--- src/rtl/debug_ctrl_pkg.sv ---
// Shared command/status codes, FSM state encoding and default sizes for the
// MIPS debug sequencer.
package debug_ctrl_pkg;

    localparam logic [7:0] CMD_RUN   = 8'h52;
    localparam logic [7:0] CMD_STEP  = 8'h53;
    localparam logic [7:0] CMD_DUMP  = 8'h44;
    localparam logic [7:0] CMD_FLUSH = 8'h46;

    localparam logic [7:0] STATUS_ACK = 8'h06;
    localparam logic [7:0] STATUS_NAK = 8'h15;

    localparam int DEFAULT_REGISTERS_BANK_SIZE = 32;
    localparam int DEFAULT_BUS_SIZE            = 32;

    typedef enum logic [2:0] {
        ST_IDLE   = 3'd0,
        ST_RUN    = 3'd1,
        ST_STEP   = 3'd2,
        ST_FLUSH  = 3'd3,
        ST_DUMP   = 3'd4,
        ST_STATUS = 3'd5
    } state_t;

endpackage

--- src/rtl/debug_ctrl_byte_serializer.sv ---
// Snapshot register plus byte counter that streams the captured register
// bank out LSB byte first, one byte per valid/ready handshake.
module debug_byte_serializer #(
    parameter int N_BYTES = 128
) (
    input  logic                   clk,
    input  logic                   rst,
    input  logic                   load,
    input  logic [N_BYTES*8-1:0]   bus_in,
    input  logic                   start,
    input  logic                   ready,
    output logic                   valid,
    output logic [7:0]             data,
    output logic                   done
);

    localparam int CW = (N_BYTES > 1) ? $clog2(N_BYTES) : 1;
    localparam logic [CW-1:0] LAST = CW'(N_BYTES - 1);

    logic [N_BYTES*8-1:0] snapshot;
    logic [CW-1:0]        cnt;
    logic [CW+2:0]        bit_idx;

    always_ff @(posedge clk or posedge rst) begin
        if (rst) begin
            snapshot <= '0;
            cnt      <= '0;
        end else if (load) begin
            snapshot <= bus_in;
            cnt      <= '0;
        end else if (valid && ready) begin
            cnt <= (cnt == LAST) ? '0 : cnt + 1'b1;
        end
    end

    // start is held for the whole dump; the stream is live while it is high
    assign valid   = start;
    assign bit_idx = {cnt, 3'b000};
    assign data    = valid ? snapshot[bit_idx +: 8] : 8'h00;
    assign done    = valid && ready && (cnt == LAST);

endmodule

--- src/rtl/debug_ctrl.sv ---
// Debug sequencer: decodes UART command bytes, gates the pipeline
// (run/step/flush) and streams register-bank dumps or status bytes to TX.
module debug_ctrl
    import debug_ctrl_pkg::*;
#(
    parameter int REGISTERS_BANK_SIZE = DEFAULT_REGISTERS_BANK_SIZE,
    parameter int BUS_SIZE            = DEFAULT_BUS_SIZE
) (
    input  logic                                  i_clk,
    input  logic                                  i_reset,
    input  logic                                  i_cmd_valid,
    input  logic [7:0]                            i_cmd_data,
    output logic                                  o_cmd_ready,
    input  logic                                  i_end_program,
    input  logic [REGISTERS_BANK_SIZE*BUS_SIZE-1:0] i_regs_bus,
    output logic                                  o_tx_valid,
    output logic [7:0]                            o_tx_data,
    input  logic                                  i_tx_ready,
    output logic                                  o_pipeline_enable,
    output logic                                  o_flush,
    output logic                                  o_busy
);

    localparam int N_BYTES = REGISTERS_BANK_SIZE * BUS_SIZE / 8;

    state_t     state;
    logic [7:0] status_byte;
    logic       ser_load;
    logic       ser_valid;
    logic [7:0] ser_data;
    logic       ser_done;

    assign ser_load = (state == ST_IDLE) && i_cmd_valid && (i_cmd_data == CMD_DUMP);

    always_ff @(posedge i_clk or posedge i_reset) begin
        if (i_reset) begin
            state       <= ST_IDLE;
            status_byte <= 8'h00;
        end else begin
            case (state)
                ST_IDLE: if (i_cmd_valid) begin
                    case (i_cmd_data)
                        CMD_RUN:   state <= ST_RUN;
                        CMD_STEP:  state <= ST_STEP;
                        CMD_FLUSH: state <= ST_FLUSH;
                        CMD_DUMP:  state <= ST_DUMP;
                        default: begin
                            state       <= ST_STATUS;
                            status_byte <= STATUS_NAK;
                        end
                    endcase
                end
                ST_RUN: if (i_end_program) begin
                    state       <= ST_STATUS;
                    status_byte <= STATUS_ACK;
                end
                // a step requested on a halted pipeline is refused
                ST_STEP: begin
                    state       <= ST_STATUS;
                    status_byte <= i_end_program ? STATUS_NAK : STATUS_ACK;
                end
                ST_FLUSH: begin
                    state       <= ST_STATUS;
                    status_byte <= STATUS_ACK;
                end
                ST_DUMP:   if (ser_done)   state <= ST_IDLE;
                ST_STATUS: if (i_tx_ready) state <= ST_IDLE;
                default:   state <= ST_IDLE;
            endcase
        end
    end

    debug_byte_serializer #(
        .N_BYTES (N_BYTES)
    ) u_ser (
        .clk    (i_clk),
        .rst    (i_reset),
        .load   (ser_load),
        .bus_in (i_regs_bus),
        .start  (state == ST_DUMP),
        .ready  (i_tx_ready),
        .valid  (ser_valid),
        .data   (ser_data),
        .done   (ser_done)
    );

    assign o_cmd_ready       = (state == ST_IDLE);
    assign o_busy            = (state != ST_IDLE);
    assign o_pipeline_enable = ((state == ST_RUN) || (state == ST_STEP)) && !i_end_program;
    assign o_flush           = (state == ST_FLUSH);
    assign o_tx_valid        = (state == ST_STATUS) || ser_valid;
    assign o_tx_data         = (state == ST_STATUS) ? status_byte : ser_data;

endmodule
--- config.mk ---
export PLATFORM = sky130hd
export DESIGN_NAME = debug_ctrl
export DESIGN_NICKNAME = d
export VERILOG_FILES = /design/src/rtl/debug_ctrl_pkg.sv /design/src/rtl/debug_ctrl_byte_serializer.sv /design/src/rtl/debug_ctrl.sv
export SDC_FILE = /design/constraint.sdc
export NUM_CORES = 2
export LEC_CHECK = 0
export ABC_AREA = 1
export CAP_MARGIN = 20
export CORE_AREA = 5 5 403 405
export DETAILED_ROUTE_END_ITERATION = 16
export DIE_AREA = 0 0 408 410
export PLACE_DENSITY = 0.55
export REMOVE_ABC_BUFFERS = 1
export SYNTH_ARGS = -nofsm -noshare
export SYNTH_HDL_FRONTEND = slang
export SYNTH_SLANG_ARGS = --single-unit
--- constraint.sdc ---
create_clock -name i_clk -period 50.3 [get_ports i_clk]
set_input_delay 7.545 -clock i_clk [delete_from_list [all_inputs] [get_ports i_clk]]
set_output_delay 7.545 -clock i_clk [all_outputs]
set_load 0.1 [all_outputs]
Word-level counts from Yosys, hierarchy flattened
Index checks and enable logic that the tools add are counted.

storage, ports and cells
  register bits after elaboration = 1,042
  word-level logic and storage cells = 53
  output and inout port bits = 13

cells by class
  add/subtract/negate cells = 1
  reduce and logical (&&, ||, !) cells = 16
  equality and inequality tests = 15
  muxes and demuxes = 16
  shift-type cells = 1

operator list
  kind                                                    count
  indexed part select 1024 x 11 -> 8 bit                  1
  two-way mux 8 bit                                       5
  == test 8 x 7 -> 1 bit (second input constant)          4
  one-hot mux 8 bit (4 select lines)                      1
  two-way mux 7 bit                                       3
  one-hot mux 3 bit (5 select lines)                      1
  two-way mux 3 bit                                       4
  one-hot mux 3 bit (4 select lines)                      1
  inequality test 2 bit (second input constant)           4
  AND reduction 4 bit                                     2
  adder 7 x 1 -> 7 bit (second input constant)            1
  == test 7 bit (second input constant)                   1
  == test 3 x 2 -> 1 bit (second input constant)          2
  == test 3 bit (second input constant)                   2
  logical AND 1 bit                                       5
  two-way mux 5 bit                                       1
  nonzero test 4 bit                                      1
  OR reduction 4 bit                                      1
  == test 3 x 1 -> 1 bit (second input constant)          1
  logical NOT 3 bit                                       1
  nonzero test 3 bit                                      1
  logical OR 1 bit                                        2
  inequality test 2 x 1 -> 1 bit (second input constant)  1
  nonzero test 2 bit                                      1
  other kinds (2)                                         2

Depth between registers and ports, before layout
  word-level depth = 5
  gate-level depth with buffers = 17

Cells and area by module
A second synthesis with hierarchy kept.

unflattened totals
  cell total of the unflattened synthesis = 6,485
  area, all modules = 49,565.0 sq um

modules (own cells, without submodules)
  module                 times used  cells an instance  area each (sq um)  seq. area each (sq um)
  debug_byte_serializer  1           6,382              48,989.5           25,799.7
  debug_ctrl             1           103                575.6              150.1

Worst setup path after synthesis
No wires, ideal clock.

  path type = input -> output
  start point = input i_end_program
  end point = output o_pipeline_enable
  path buffers = 0
  cell stages on the path = 3
  path slack = 32,971 ps
  data arrival time = 9,784 ps
  data required time = 42,755 ps
  cells stage by stage = inv_1 nand3_1 o21ai_0

on the way
  longest elaborated chain between the ends = 2

ends and longest elaborated chain
  element             line              source
  start: declaration  debug_ctrl.sv:14  input logic i_end_program,
  logical NOT 1 bit   debug_ctrl.sv:89  assign o_pipeline_enable = ((state == ST_RUN) || (state == ST_STEP)) && !i_end_program;
  logical AND 1 bit   debug_ctrl.sv:89
  end: declaration    debug_ctrl.sv:19  output logic o_pipeline_enable,

No other way between the ends.

Final worst setup path
Same ends and word-level chain as after synthesis.

==> impl_metrics.toml <==
[outcome]
status = "finished, final reports clean"

[routing]
detail_route.vias_per_cell = 4.817
drt_total_wl_mm = 205.1
firstDrtPassIters = 6
via_count = 46450
drtIter0Drc = 4134
route.detailed.wl_per_inst_um = 21.27
ant_nets = 0
post-route-drc-count = 0

[timing]
period_share_pct = 34.49
min_cycle_time_layout_ns = 17.35
max_freq_mhz = 57.64
setup_viol = 0
setup_total_negative_slack_ns = 0
setup_repair_after_global_routing_missed_its_margin = "false"
final_max_slew_viol_count = 0
worst_clk_skew_ns = 0.05127
tightestPinTransition_ns = 1.149
timing.max_slew.rel_slack_pct = 23.17
timing_hold_violations_final = 0

[clock_tree]
clk_pin_slew_worst_paths_ns = 0.06
cts-buffers-inserted = 117
post-cts-setup-buffer-count = 0
cts_hold_repair.buffers = 0
cts_repair_resize_count = 0
htreeDepth = 3
cts_tree = "built"
ctsRootBufferMaster = "sky130_fd_sc_hd__clkbuf_16"
clkLatencyLatePin_ns = 0.74
clock_sink_count = 1037
clock_path_buffers = 3

[synthesis]
synth.yosys.seq_area_share_pct = 52.20
syn-mean-instance-area_um2 = 7.513
synth_largest_area_cell = "sky130_fd_sc_hd__dfrtp_1"
syn_area_um2 = 49710
synth_edf_count = 0
post_synth_main_area_contributors = "sky130_fd_sc_hd__dfrtp_1 (52%), sky130_fd_sc_hd__nand2_1 (22%), sky130_fd_sc_hd__o21ai_0 (6.8%), sky130_fd_sc_hd__inv_1 (3.6%), sky130_fd_sc_hd__nor2_1 (3.2%)"
yosysTopAreaCellShare_pct = 52.20
asyncSetResetFlopFracSynth_pct = 100.0
synth-main-ff-cell = "sky130_fd_sc_hd__dfrtp_1"
synth_seq_cells = 1037
syn_inst = 6616
ys.warnings.count = 0
yosys.cell_types.count = 31

[die]
floorplan.initialDensity_pct = 31.46
core-area_um2 = 158000
io-pin-count = 1050
die_width_um = 408
floorplan.die_area_um2 = 167300
std_cell_rows = 146
fp.dieH_um = 410

[cells_and_area]
final.fill_count = 16300
post_route_cells_drive_above_1_share_pct = 3.818
nNetsFinal = 8462
syn2layout_area_growth_pct = 31.46

[place]
gp_congestion = 0.8583
hpwl_mm = 142.3
portBuffers = 1049

[critical_path]
critical_path.max_fanout = 2
worst-endpoint-arrival_ns = 9.81
endpoint_kind = "output pin"
crit_required_ns = 42.75
worstSetupPathType = "in -> out"
start_kind = "input pin"

[power]
max-vdd-ir-drop_uv = 34.52
total_leakage_power_nw = 31.95
power.density_nw_per_um2 = 42.45
total_chip_power_w = 0.002774

[worst_hold_path]
worst_hold_path_type = "reg -> reg"

[grt]
grt_pass1_vias = 46140
grt_remaining_overflow = 0
grt_antenna_before_repair = 73
grt_start_max_net_pins = 200
grt_pass1_wl_mm = 299.3
grtUsageTotal_pct = 23.59

[flow_run]
cap_violations = 0
-- worst max-delay path, cell delays in order --
cell and delay (ns):
sky130_fd_sc_hd__clkdlybuf4s50_1 0.41, sky130_fd_sc_hd__inv_1 0.24, sky130_fd_sc_hd__nand3_1 0.14, sky130_fd_sc_hd__o21ai_0 0.26, sky130_fd_sc_hd__clkdlybuf4s50_1 1.19
-- registers in the layout, indices dropped and copies added, names as in the netlist --
signal and flops:
u_ser.snapshot 1024, u_ser.cnt 7, state 3, status_byte 3
-- worst paths after layout --
| kind | end | cells after the start | slack [ns] | from |
|---|---|---|---|---|
| worst max-delay path | o_pipeline_enable | 5 | 32.95 | i_end_program |
| worst min-delay path | status_byte[2] | 2 | 0.47 | status_byte[2] |
| worst max register to register | u_ser.snapshot[401] | 9 | 44.70 | state[0] |
| worst min register to register | status_byte[2] | 2 | 0.47 | status_byte[2] |
| max in group asynchronous | u_ser.snapshot[795] | 8 | 38.94 | i_reset |
| min in group asynchronous | u_ser.snapshot[967] | 2 | 7.30 | i_reset |
-- cell usage after synthesis (all sizes together), types with 4 or more instances --
cell type,count
clkbuf,138
o21ai,752
nand3,311
o22ai,4
buf,297
nor2,425
o211ai,135
dfrtp,1037
a21oi,149
inv,483
nand2,2874
-- metal layers --
metal,share of wire [%],wire length (µm),up-vias,track usage [%]
met4,3.4,7019,36,10.07
met1,43,87770,22300,30.58
met5,0.11,227,-,0
li1,-,-,22330,-
met2,48,97620,1462,38.42
met3,6.1,12490,321,4.807
-- cell type report --
| cell class | count | area, µm² | share of cell area, % |
|---|---|---|---|
| flip-flops and latches | 1037 | 25960 | 39.73 |
| multi-input cells | 4659 | 19600 | 30.00 |
| repair buffers | 1124 | 11190 | 17.13 |
| clock buffers | 172 | 3436 | 5.258 |
| well taps | 2072 | 2592 | 3.967 |
| inverters | 485 | 1861 | 2.847 |
| clock inverters | 41 | 569.3 | 0.8712 |
| diodes | 52 | 130.1 | 0.1991 |
-- layout by cell type, fill, tap and decap left out, drive strengths merged --
cell type | synthesis | routed
a21oi | 149 | 149
a221oi | 1 | 1
a22oi | 1 | 1
a31oi | 2 | 2
and3 | 1 | 1
buf | 297 | 77
bufinv | 0 | 10
clkbuf | 138 | 172
clkdlybuf4s50 | 0 | 1047
clkinv | 2 | 29
clkinvlp | 0 | 1
dfrtp | 1037 | 1037
diode | 0 | 52
ha | 1 | 1
inv | 483 | 486
nand2 | 2874 | 2874
nand3 | 311 | 311
nand4 | 1 | 1
nor2 | 425 | 425
nor3 | 1 | 1
nor4 | 1 | 1
o211ai | 135 | 135
o21ai | 752 | 752
o22ai | 4 | 4
-- cell families after synthesis --
| logic type | count (synthesis) | share of synthesized area (%) |
|---|---|---|
| buffers and inverters | 920 | 8.400 |
| adders and majority gates | 1 | 0.02517 |
| AOI/OAI and AO/OA | 1044 | 11.22 |
| and+or+nand+nor | 3614 | 28.15 |
| DFF | 1037 | 52.20 |
-- stage by stage --
step | hold WS, ns | setup WS (ns) | area, µm² | cells | util, %
2_1_floorplan | 0.4347 | 13.57 | 47360 | 6181 | -
6_report | 0.4689 | 32.95 | 65350 | 9642 | 41.36
4_1_cts | 0.4679 | 32.93 | 65160 | 9588 | 41.24
5_1_grt | 0.4892 | 32.87 | 65310 | 9628 | 41.33
3_5_place_dp | 0.4515 | 32.93 | 61160 | 9375 | 38.70
3_3_place_gp | 0.4468 | 32.94 | 61090 | 9372 | 38.66
-- power breakdown --
part / switching (W) / total (W) / internal [W]
combinational: 0.000678 / 0.000969 / 0.000291
sequential: 0.0000350 / 0.000908 / 0.000873
clock: 0.000373 / 0.000897 / 0.000524
total: 0.00109 / 0.00277 / 0.00169
Power figures use the tool's default switching activity.
